**src/rtl/pdm_rx.sv**
```systemverilog
// pdm_rx: Wishbone PDM microphone receiver; stereo capture on both pdm_clk edges,
// ones-count decimation over a 2^pBits window, samples and status readable over the bus.
module pdm_rx #(
   parameter int pBits     = 8,
   parameter int pChannels = 2,
   parameter int pClkDiv   = 4
) (
   input  logic        clk,
   input  logic        rst,
   input  logic        wb_stb,
   input  logic        wb_we,
   input  logic [3:0]  wb_adr,
   input  logic [31:0] wb_dat_c,
   output logic [31:0] wb_dat_p,
   output logic        wb_ack,
   output logic        pdm_clk,
   input  logic        pdm_dat
);
   localparam int DW = $clog2(pClkDiv);

   logic [DW-1:0]        r_div;
   logic                 r_pdm_clk;
   logic [1:0]           r_sync;
   logic [pBits-1:0]     r_win;
   logic [pBits:0]       r_acc  [pChannels];
   logic [pBits-1:0]     r_samp [pChannels];
   logic [pChannels-1:0] r_valid, r_ovr;
   logic                 r_ack;
   logic [31:0]          r_dat;

   logic                 w_tick, w_rise, w_fall, w_wend, w_acc, w_unused;
   logic [pChannels-1:0] w_cap, w_rd_clr, w_ovr_clr;
   logic [pBits:0]       w_next [pChannels];
   logic [31:0]          w_rdata;

   assign w_tick   = r_div == DW'(pClkDiv - 1);
   assign w_rise   = w_tick & ~r_pdm_clk;
   assign w_fall   = w_tick & r_pdm_clk;
   assign w_wend   = w_rise & (&r_win);
   assign w_acc    = wb_stb & ~r_ack;
   assign w_unused = ^wb_dat_c;
   assign pdm_clk  = r_pdm_clk;
   assign wb_ack   = r_ack;
   assign wb_dat_p = r_dat;

   // Channel 0 captures on the falling toggle, channel 1 on the rising toggle.
   always_comb begin
      w_rdata   = '0;
      w_cap     = '0;
      w_rd_clr  = '0;
      w_ovr_clr = '0;
      for (int c = 0; c < pChannels; c++) begin
         w_cap[c]     = (c == 0) ? w_fall : w_rise;
         w_next[c]    = r_acc[c] + (pBits+1)'(w_cap[c] & r_sync[1]);
         w_rd_clr[c]  = w_acc & ~wb_we & (wb_adr == 4'(c));
         w_ovr_clr[c] = w_acc & wb_we & (wb_adr == 4'd8) & wb_dat_c[8+c];
         if (wb_adr == 4'(c)) w_rdata[pBits-1:0] = r_samp[c];
      end
      if (wb_adr == 4'd8) begin
         w_rdata[pChannels-1:0] = r_valid;
         w_rdata[8 +: pChannels] = r_ovr;
      end
   end

   always_ff @(posedge clk or negedge rst) begin
      if (!rst) begin
         r_div     <= '0;
         r_pdm_clk <= 1'b0;
         r_sync    <= '0;
         r_win     <= '0;
         r_valid   <= '0;
         r_ovr     <= '0;
         r_ack     <= 1'b0;
         r_dat     <= '0;
         for (int c = 0; c < pChannels; c++) begin
            r_acc[c]  <= '0;
            r_samp[c] <= '0;
         end
      end else begin
         r_div     <= w_tick ? '0 : r_div + 1'b1;
         r_pdm_clk <= r_pdm_clk ^ w_tick;
         r_sync    <= {r_sync[0], pdm_dat};
         r_win     <= r_win + pBits'(w_rise);
         r_valid   <= (r_valid & ~w_rd_clr) | {pChannels{w_wend}};
         r_ovr     <= (r_ovr & ~w_ovr_clr) | ({pChannels{w_wend}} & r_valid);
         r_ack     <= w_acc;
         if (w_acc) r_dat <= w_rdata;
         for (int c = 0; c < pChannels; c++) begin
            if (w_wend) begin
               r_samp[c] <= w_next[c][pBits] ? '1 : w_next[c][pBits-1:0];
               r_acc[c]  <= '0;
            end else begin
               r_acc[c]  <= w_next[c];
            end
         end
      end
   end
endmodule

```
**config.mk**
```make
export PLATFORM = sky130hd
export DESIGN_NAME = pdm_rx
export DESIGN_NICKNAME = d
export VERILOG_FILES = /design/src/rtl/pdm_rx.sv
export SDC_FILE = /design/constraint.sdc
export NUM_CORES = 1
export LEC_CHECK = 0
export ABC_CLOCK_PERIOD_IN_PS = 1950
export CELL_PAD_IN_SITES_DETAIL_PLACEMENT = 0
export CELL_PAD_IN_SITES_GLOBAL_PLACEMENT = 2
export CORE_MARGIN = 2
export CORE_UTILIZATION = 25
export DETAILED_ROUTE_END_ITERATION = 8
export PLACE_DENSITY_LB_ADDON = 0.1
export SYNTH_ARGS = -nofsm -noshare
export SYNTH_HDL_FRONTEND = slang
export SYNTH_SLANG_ARGS = --single-unit
```
**constraint.sdc**
```tcl
create_clock -name clk -period 1.95 [get_ports clk]
set_input_delay 0.2925 -clock clk [delete_from_list [all_inputs] [get_ports clk]]
set_output_delay 0.2925 -clock clk [all_outputs]
set_load 0.01 [all_outputs]
```
==> tab_implementation.tex, run 1 <==
\begin{tabular}{lr}
\hline
Metric & Value \\
\hline
\multicolumn{2}{l}{\textbf{Run status}} \\
Outcome & complete, but fails checks \\
Violations in the final reports & negative setup slack \\
\multicolumn{2}{l}{\textbf{Global routing}} \\
Maximum number of pins on one net before global-route repair & 63 \\
Via count of the first global-routing pass & 1,966 \\
Total GRT Usage & 0.111 \\
Total overflow reported by the global router & 0 \\
Global-route wire length before repair & 10,800 um \\
Initial antenna violation count & 0 \\
\multicolumn{2}{l}{\textbf{STA}} \\
Share of the clock period used by the worst path after layout & 1.01 \\
Max Clock Skew & 0.00655 ns \\
Slack of the critical path & -0.0164 ns \\
Total negative slack for setup checks & -0.0571 ns \\
Hold slack & 0.345 ns \\
Endpoints failing setup & 9 \\
Final critical delay including setup and external delays & 1.97 ns \\
Count of endpoints failing hold in the final timing report & 0 \\
RSZ-0062 raised after global routing & yes \\
Count of pins over their slew limit & 0 \\
Fmax achieved & 509 MHz \\
\multicolumn{2}{l}{\textbf{Route}} \\
DRC errors left & 0 \\
Via-per-instance ratio & 4.21 \\
Routed wire per std cell & 13.8 um \\
Routed via count & 1,899 \\
Number of nets with antenna violations after routing & 0 \\
DRT Pass-1 Iters & 4 \\
Final WL & 6210 um \\
Drt first-iter violations & 60 \\
\multicolumn{2}{l}{\textbf{Worst setup path}} \\
Path type of the worst setup path & reg2reg \\
Data required, critical path & 2.15 ns \\
Crit path DAT & 2.17 ns \\
Crit Path Max Fanout & 8 \\
Sort of element at the start of the critical path & register \\
Capturing element type of the critical path & register \\
\multicolumn{2}{l}{\textbf{Power and ir drop}} \\
Overall power of the completed layout & 3.40 mW \\
Static leakage & 1.73 nW \\
Power density relative to cell area & 897 nW/um\^{}2 \\
Worst ir drop on vdd & 447 uV \\
\multicolumn{2}{l}{\textbf{Yosys}} \\
EDFF count, synth & 0 \\
Share of the synthesized area in the top cell type & 0.548 \\
Sequential area share after synthesis & 0.548 \\
Dominant combinational cell family by area after synthesis & simple AND/OR/NAND/NOR gates \\
Combined area of all synthesized cells & 2830 sq um \\
Top area cells in the synthesized netlist & sky130\_fd\_sc\_hd\_\_dfrtp\_1 55\%, sky130\_fd\_sc\_hd\_\_nor2\_1 6.9\%, sky130\_fd\_sc\_hd\_\_buf\_4 6.6\% \\
Synth cell count leaders & 62 x sky130\_fd\_sc\_hd\_\_dfrtp\_1, 52 x sky130\_fd\_sc\_hd\_\_nor2\_1, 25 x sky130\_fd\_sc\_hd\_\_buf\_4, 18 x sky130\_fd\_sc\_hd\_\_a21oi\_1, 13 x sky130\_fd\_sc\_hd\_\_nand2\_1 \\
Fraction of synthesis flops using an asynchronous set or reset pin & 1.00 \\
Area fraction in and, or, nand and nor cells after synthesis & 0.202 \\
Share of synthesized area spent on multiplexers & 0 \\
Most used flip-flop cell after synthesis & sky130\_fd\_sc\_hd\_\_dfrtp\_1 \\
Count of warnings emitted by yosys & 0 \\
Yosys reg bits & 62 \\
XOR/XNOR share of the synthesized area & 0.0557 \\
Cell variety after synth & 30 \\
Synth Instances & 260 \\
Synthesized-area fraction occupied by ao, oa, aoi and oai cells & 0.0734 \\
Adder and majority cell fraction of the synthesized area & 0.0398 \\
Average footprint of a synthesized cell & 10.9 sq um \\
Top cell type by total area after synthesis & sky130\_fd\_sc\_hd\_\_dfrtp\_1 \\
Most repeated cell in the gate-level netlist after synthesis & sky130\_fd\_sc\_hd\_\_dfrtp\_1 \\
\multicolumn{2}{l}{\textbf{CTS}} \\
Clk root buf & sky130\_fd\_sc\_hd\_\_clkbuf\_16 \\
Total CTS buffers & 9 \\
CTS tree & built \\
Insertion delay of the later-clocked pin in the worst-skew pair & 0.32 ns \\
Clock input transition at the sequential cells of the worst setup and hold paths & 0.06 ns \\
Maximum number of buffers from clock root to sink & 2 \\
Number of levels in the clock H-tree & 3 \\
Sink Count & 62 \\
\multicolumn{2}{l}{\textbf{Placed design}} \\
Half-perimeter wire length of the detailed placement result & 4190 um \\
GPL Wtd Cong & 0.679 \\
Setup Slack @ Placement & -0.0878 ns \\
Cell count after placement & 433 \\
Count of input and output buffers & 22 \\
\multicolumn{2}{l}{\textbf{Die}} \\
Cell Rows & 38 \\
IO Pins & 75 \\
Initial Util & 0.259 \\
Width of the die & 110 um \\
CORE AREA & 10,900 sq um \\
Full die area & 12,200 sq um \\
Die height & 110 um \\
\multicolumn{2}{l}{\textbf{Job}} \\
Number of max-capacitance violations reported & 0 \\
\multicolumn{2}{l}{\textbf{Finish}} \\
Final instance count without filler cells & 451 \\
Diode count & 0 \\
Area growth, synth to finish & 33.8\% \\
Final layout net count & 356 \\
Share of cells above drive strength 1 & 0.235 \\
\# fillers & 1,114 \\
\multicolumn{2}{l}{\textbf{Hold path}} \\
Type of the tightest min-delay check & reg2reg \\
\hline
\end{tabular}
repair_timing:
item	4_1_cts	5_1_grt
resized for setup	4	19
endpoints found under the hold margin	7	0
pin swaps	6	8
buffers inserted	1	0
cloned	0	0
endpoints found under the setup margin	16	33
hold buffers	1	0
state kept, by name (all words and copies together), names as in the netlist:
| register | flops |
|---|---|
| r_sync | 2 |
| r_samp | 16 |
| r_valid | 2 |
| r_ovr | 2 |
| r_win | 8 |
| r_div | 2 |
| wb_dat_p | 10 |
| pdm_clk | 1 |
| wb_ack | 1 |
| r_acc | 18 |
worst max-delay path: stages, from the launching register on:
cell and delay [ns]:
sky130_fd_sc_hd__dfrtp_1 0.38, sky130_fd_sc_hd__ha_4 0.17, sky130_fd_sc_hd__ha_4 0.13, sky130_fd_sc_hd__and2_4 0.14, sky130_fd_sc_hd__ha_4 0.14, sky130_fd_sc_hd__ha_4 0.14, sky130_fd_sc_hd__nand3_4 0.08, sky130_fd_sc_hd__o21a_4 0.21
sky130_fd_sc_hd__nor3b_4 0.21, sky130_fd_sc_hd__buf_12 0.17, sky130_fd_sc_hd__a21oi_2 0.06
power by group:
part	switching, mW	internal, mW
logic	0.172	0.134
clock network	0.582	1.05
registers	0.0918	1.36
final cells by class:
class | count | area [sq um] | area share
tap | 140 | 175 | 0.0462
multi-input combinational | 184 | 1330 | 0.350
clock buffer | 12 | 256 | 0.0677
timing repair buffer | 42 | 409 | 0.108
clock inverter | 4 | 45.0 | 0.0119
sequential | 62 | 1550 | 0.410
inverter | 7 | 26.3 | 0.00694
kinds of logic after synthesis:
family / count (synthesis)
other: 1
adder cells (fa/ha/maj): 9
XOR/XNOR: 18
buffers and inverters: 35
flip-flops: 62
AO/OA/AOI/OAI: 32
AND/OR/NAND/NOR: 103
layout by cell type, fill, tap and decap left out, types with 3 or more instances in the layout:
master and instances:
sky130_fd_sc_hd__buf_4 15, sky130_fd_sc_hd__nand3_1 9, sky130_fd_sc_hd__ha_4 7, sky130_fd_sc_hd__clkinv_2 3
sky130_fd_sc_hd__xnor2_1 5, sky130_fd_sc_hd__nand2_1 13, sky130_fd_sc_hd__clkbuf_16 9, sky130_fd_sc_hd__buf_12 3
sky130_fd_sc_hd__nor2_1 52, sky130_fd_sc_hd__nand4_1 7, sky130_fd_sc_hd__a21oi_2 10, sky130_fd_sc_hd__conb_1 22
sky130_fd_sc_hd__dfrtp_1 62, sky130_fd_sc_hd__a21oi_1 7, sky130_fd_sc_hd__xor2_1 11, sky130_fd_sc_hd__inv_1 7
sky130_fd_sc_hd__clkdlybuf4s50_1 21, sky130_fd_sc_hd__a221oi_1 8
per-layer routing:
metal	global-route usage	share of wire	vias up
li1	-	-	931
met1	0.161	0.51	920
met2	0.154	0.43	37
met3	0.0231	0.034	11
met4	0.0575	0.022	0
met5	0	0	-
through the flow:
stage	utilization	cell area, sq um
floorplan	-	2990
global placement	0.307	3360
detailed placement	0.307	3360
CTS	0.338	3690
global route	0.346	3790
finish	0.346	3790
path summary, 6_finish.rpt:
kind / start / endpoint / slack, ns / cells after the start
min in group asynchronous: rst / wb_dat_p[2] / 0.51 / 3
worst max-delay path: r_div[0] / r_samp[6] / -0.02 / 10
max in group asynchronous: rst / r_acc[9] / 1.13 / 3
worst min register to register: r_sync[0] / r_sync[1] / 0.35 / 0
worst min-delay path: r_sync[0] / r_sync[1] / 0.35 / 0
worst max register to register: r_div[0] / r_samp[6] / -0.02 / 10
Power figures use the tool's default switching activity.
==> run 2: changes to the inputs <==
CORE_ASPECT_RATIO = 0.5   (was unset)
==> run 2 against run 1 <==
The flow still finishes with violations (negative setup slack). Worst setup slack worse by 0.00071 ns. Utilization is 0.79 points lower. Final cell count up 0.22%. Clock power shrank 5%. Clock skew fell by 0.00089 ns. Via count grew 1.7%.
==> tab_implementation.tex, run 2 (same netlist as run 1, synthesis figures left out) <==
\begin{tabular}{lr}
\hline
Metric & Value \\
\hline
\multicolumn{2}{l}{\textbf{Run status}} \\
Outcome & complete, but fails checks \\
Violations in the final reports & negative setup slack \\
\multicolumn{2}{l}{\textbf{Die}} \\
Cell Rows & 27 \\
Die height & 79.3 um \\
Initial Util & 0.257 \\
Full die area & 12,200 sq um \\
IO Pins & 75 \\
Width of the die & 155 um \\
CORE AREA & 11,000 sq um \\
\multicolumn{2}{l}{\textbf{Finish}} \\
Max reg flops & 18 \\
Most flop-heavy register & r\_acc \\
Most used cells in the layout excluding fill and tap cells & 62 x sky130\_fd\_sc\_hd\_\_dfrtp\_1, 52 x sky130\_fd\_sc\_hd\_\_nor2\_1, 22 x sky130\_fd\_sc\_hd\_\_conb\_1 \\
Final layout net count & 354 \\
Diode count & 0 \\
Area growth, synth to finish & 31.7\% \\
Share of cells above drive strength 1 & 0.212 \\
Leading cell type in the layout, fill and taps excluded & sky130\_fd\_sc\_hd\_\_dfrtp\_1 \\
\multicolumn{2}{l}{\textbf{Worst setup path}} \\
Register-to-register setup slack & -0.02 ns \\
Cell-by-cell trace of the critical path & ha\_4 -> ha\_4 -> and2\_4 -> ha\_4 -> ha\_4 -> nand3\_4 -> o21a\_1 -> nor3b\_4 -> buf\_12 -> a21oi\_2 \\
Total buffers and inverters traversed by the critical path & 1 \\
Crit path DAT & 2.17 ns \\
Crit Path Max Fanout & 8 \\
Destination of the worst register-to-register timing path & r\_samp[5] \\
Capturing element type of the critical path & register \\
Worst R2R Path Depth & 10 \\
Largest delay share family, worst path & adder cells \\
Reg-to-reg startpoint & r\_div[0] \\
Max stage delay on crit path & 0.37 ns \\
Data required, critical path & 2.15 ns \\
Sort of element at the start of the critical path & register \\
Critical Path Stages & 10 \\
Slowest cell on the critical path & sky130\_fd\_sc\_hd\_\_dfrtp\_1 \\
Critical Path Most Common Cell & sky130\_fd\_sc\_hd\_\_ha\_4 \\
Path type of the worst setup path & reg2reg \\
\multicolumn{2}{l}{\textbf{Route}} \\
Final WL & 6160 um \\
Drt first-iter violations & 92 \\
Via-per-instance ratio & 4.27 \\
DRT Pass-1 Iters & 4 \\
Routed via count & 1,931 \\
DRC errors left & 0 \\
Routed wire per std cell & 13.6 um \\
Number of nets with antenna violations after routing & 0 \\
\multicolumn{2}{l}{\textbf{CTS}} \\
Total CTS buffers & 9 \\
Clk root buf & sky130\_fd\_sc\_hd\_\_clkbuf\_16 \\
Insertion delay of the later-clocked pin in the worst-skew pair & 0.32 ns \\
Maximum number of buffers from clock root to sink & 2 \\
Clock input transition at the sequential cells of the worst setup and hold paths & 0.05 ns \\
CTS tree & built \\
Sink Count & 62 \\
Number of levels in the clock H-tree & 3 \\
\multicolumn{2}{l}{\textbf{STA}} \\
Slack of the critical path & -0.0171 ns \\
Count of pins over their slew limit & 0 \\
Endpoints failing setup & 8 \\
Fmax achieved & 508 MHz \\
Share of the clock period used by the worst path after layout & 1.01 \\
Count of endpoints failing hold in the final timing report & 0 \\
Final critical delay including setup and external delays & 1.97 ns \\
Max Clock Skew & 0.00567 ns \\
Total negative slack for setup checks & -0.0777 ns \\
RSZ-0062 raised after global routing & yes \\
\multicolumn{2}{l}{\textbf{Global routing}} \\
Initial antenna violation count & 0 \\
Global-route wire length before repair & 10,500 um \\
Total GRT Usage & 0.113 \\
Via count of the first global-routing pass & 2,046 \\
Maximum number of pins on one net before global-route repair & 63 \\
Total overflow reported by the global router & 0 \\
\multicolumn{2}{l}{\textbf{Power and ir drop}} \\
Static leakage & 1.71 nW \\
Worst ir drop on vdd & 352 uV \\
Power density relative to cell area & 885 nW/um\^{}2 \\
\multicolumn{2}{l}{\textbf{Placed design}} \\
Setup Slack @ Placement & -0.109 ns \\
Half-perimeter wire length of the detailed placement result & 4240 um \\
Count of input and output buffers & 22 \\
GPL Wtd Cong & 0.652 \\
\multicolumn{2}{l}{\textbf{Job}} \\
Number of max-capacitance violations reported & 0 \\
\multicolumn{2}{l}{\textbf{Hold path}} \\
Hold endpoint & r\_sync[1] \\
Hold path start & r\_sync[0] \\
Cell depth of the worst min-delay path & 0 \\
Type of the tightest min-delay check & reg2reg \\
\hline
\end{tabular}
[run 2: cell count changes in the layout (fill, tap and decap cells not counted), sizes merged]
| cell | previous run | this run |
|---|---|---|
| clkinv | 3 | 0 |
| buf | 20 | 18 |
| clkbuf | 12 | 14 |
| bufinv | 1 | 0 |
[run 2: through the flow]
| step | instances | util | power, mW | cell area (sq um) | hold slack [ns] |
|---|---|---|---|---|---|
| 3_5_place_dp | 435 | 0.302 | 1.77 | 3330 | 0.336 |
| 2_1_floorplan | 281 | - | 1.64 | 2990 | -0.00309 |
| 6_report | 452 | 0.339 | 3.30 | 3730 | 0.345 |
| 5_1_grt | 452 | 0.339 | 3.46 | 3730 | 0.359 |
| 3_3_place_gp | 435 | 0.302 | 1.76 | 3330 | 0.335 |
| 4_1_cts | 452 | 0.337 | 3.35 | 3710 | 0.348 |
[run 2: worst register-to-register path, stage by stage (launching register included)]
cell                      delay (ns)
sky130_fd_sc_hd__dfrtp_1        0.37
sky130_fd_sc_hd__ha_4           0.16
sky130_fd_sc_hd__ha_4           0.12
sky130_fd_sc_hd__and2_4         0.15
sky130_fd_sc_hd__ha_4           0.15
sky130_fd_sc_hd__ha_4           0.15
sky130_fd_sc_hd__nand3_4        0.09
sky130_fd_sc_hd__o21a_1         0.22
sky130_fd_sc_hd__nor3b_4        0.21
sky130_fd_sc_hd__buf_12         0.16
sky130_fd_sc_hd__a21oi_2        0.05
[run 2: cell type report]
cell class	count	area (sq um)
fill	1129	7280
sequential	62	1550
multi-input combinational	184	1280
timing repair buffer	40	390
clock buffer	14	294
tap	145	181
inverter	7	26.3
[run 2: metal layers]
layer,track usage,vias to the layer above,share of wire
met2,0.169,55,0.42
met1,0.151,941,0.52
met3,0.0355,7,0.040
met5,0,-,0
met4,0.0500,0,0.013
li1,-,928,-
[run 2: what timing repair did]
item,CTS,global route
setup buffers,3,0
hold buffers,1,0
hold endpoints to repair,42,0
resized for setup,12,3
pin swaps,3,2
cloned,0,0
setup endpoints to repair,16,19
[run 2: power by group]
group          internal, mW  switching (mW)  total [mW]  leakage [nW]
logic                 0.130           0.169       0.299         0.746
clock network          1.02           0.528        1.55         0.147
registers              1.37          0.0895        1.46         0.819
total                  2.51           0.787        3.30          1.71
[run 2: how the worst max path moves through the flow]
stage	slack, ns	to	startpoint
6_report	-0.02	r_samp[5]	r_div[0]
5_1_grt	-0.11	r_samp[12]	r_div[0]
4_1_cts	-0.04	r_samp[5]	r_div[0]
3_5_place_dp	-0.11	r_samp[5]	r_div[0]
3_3_place_gp	-0.1	r_samp[5]	r_div[0]
2_1_floorplan	0.03	r_samp[10]	r_div[0]
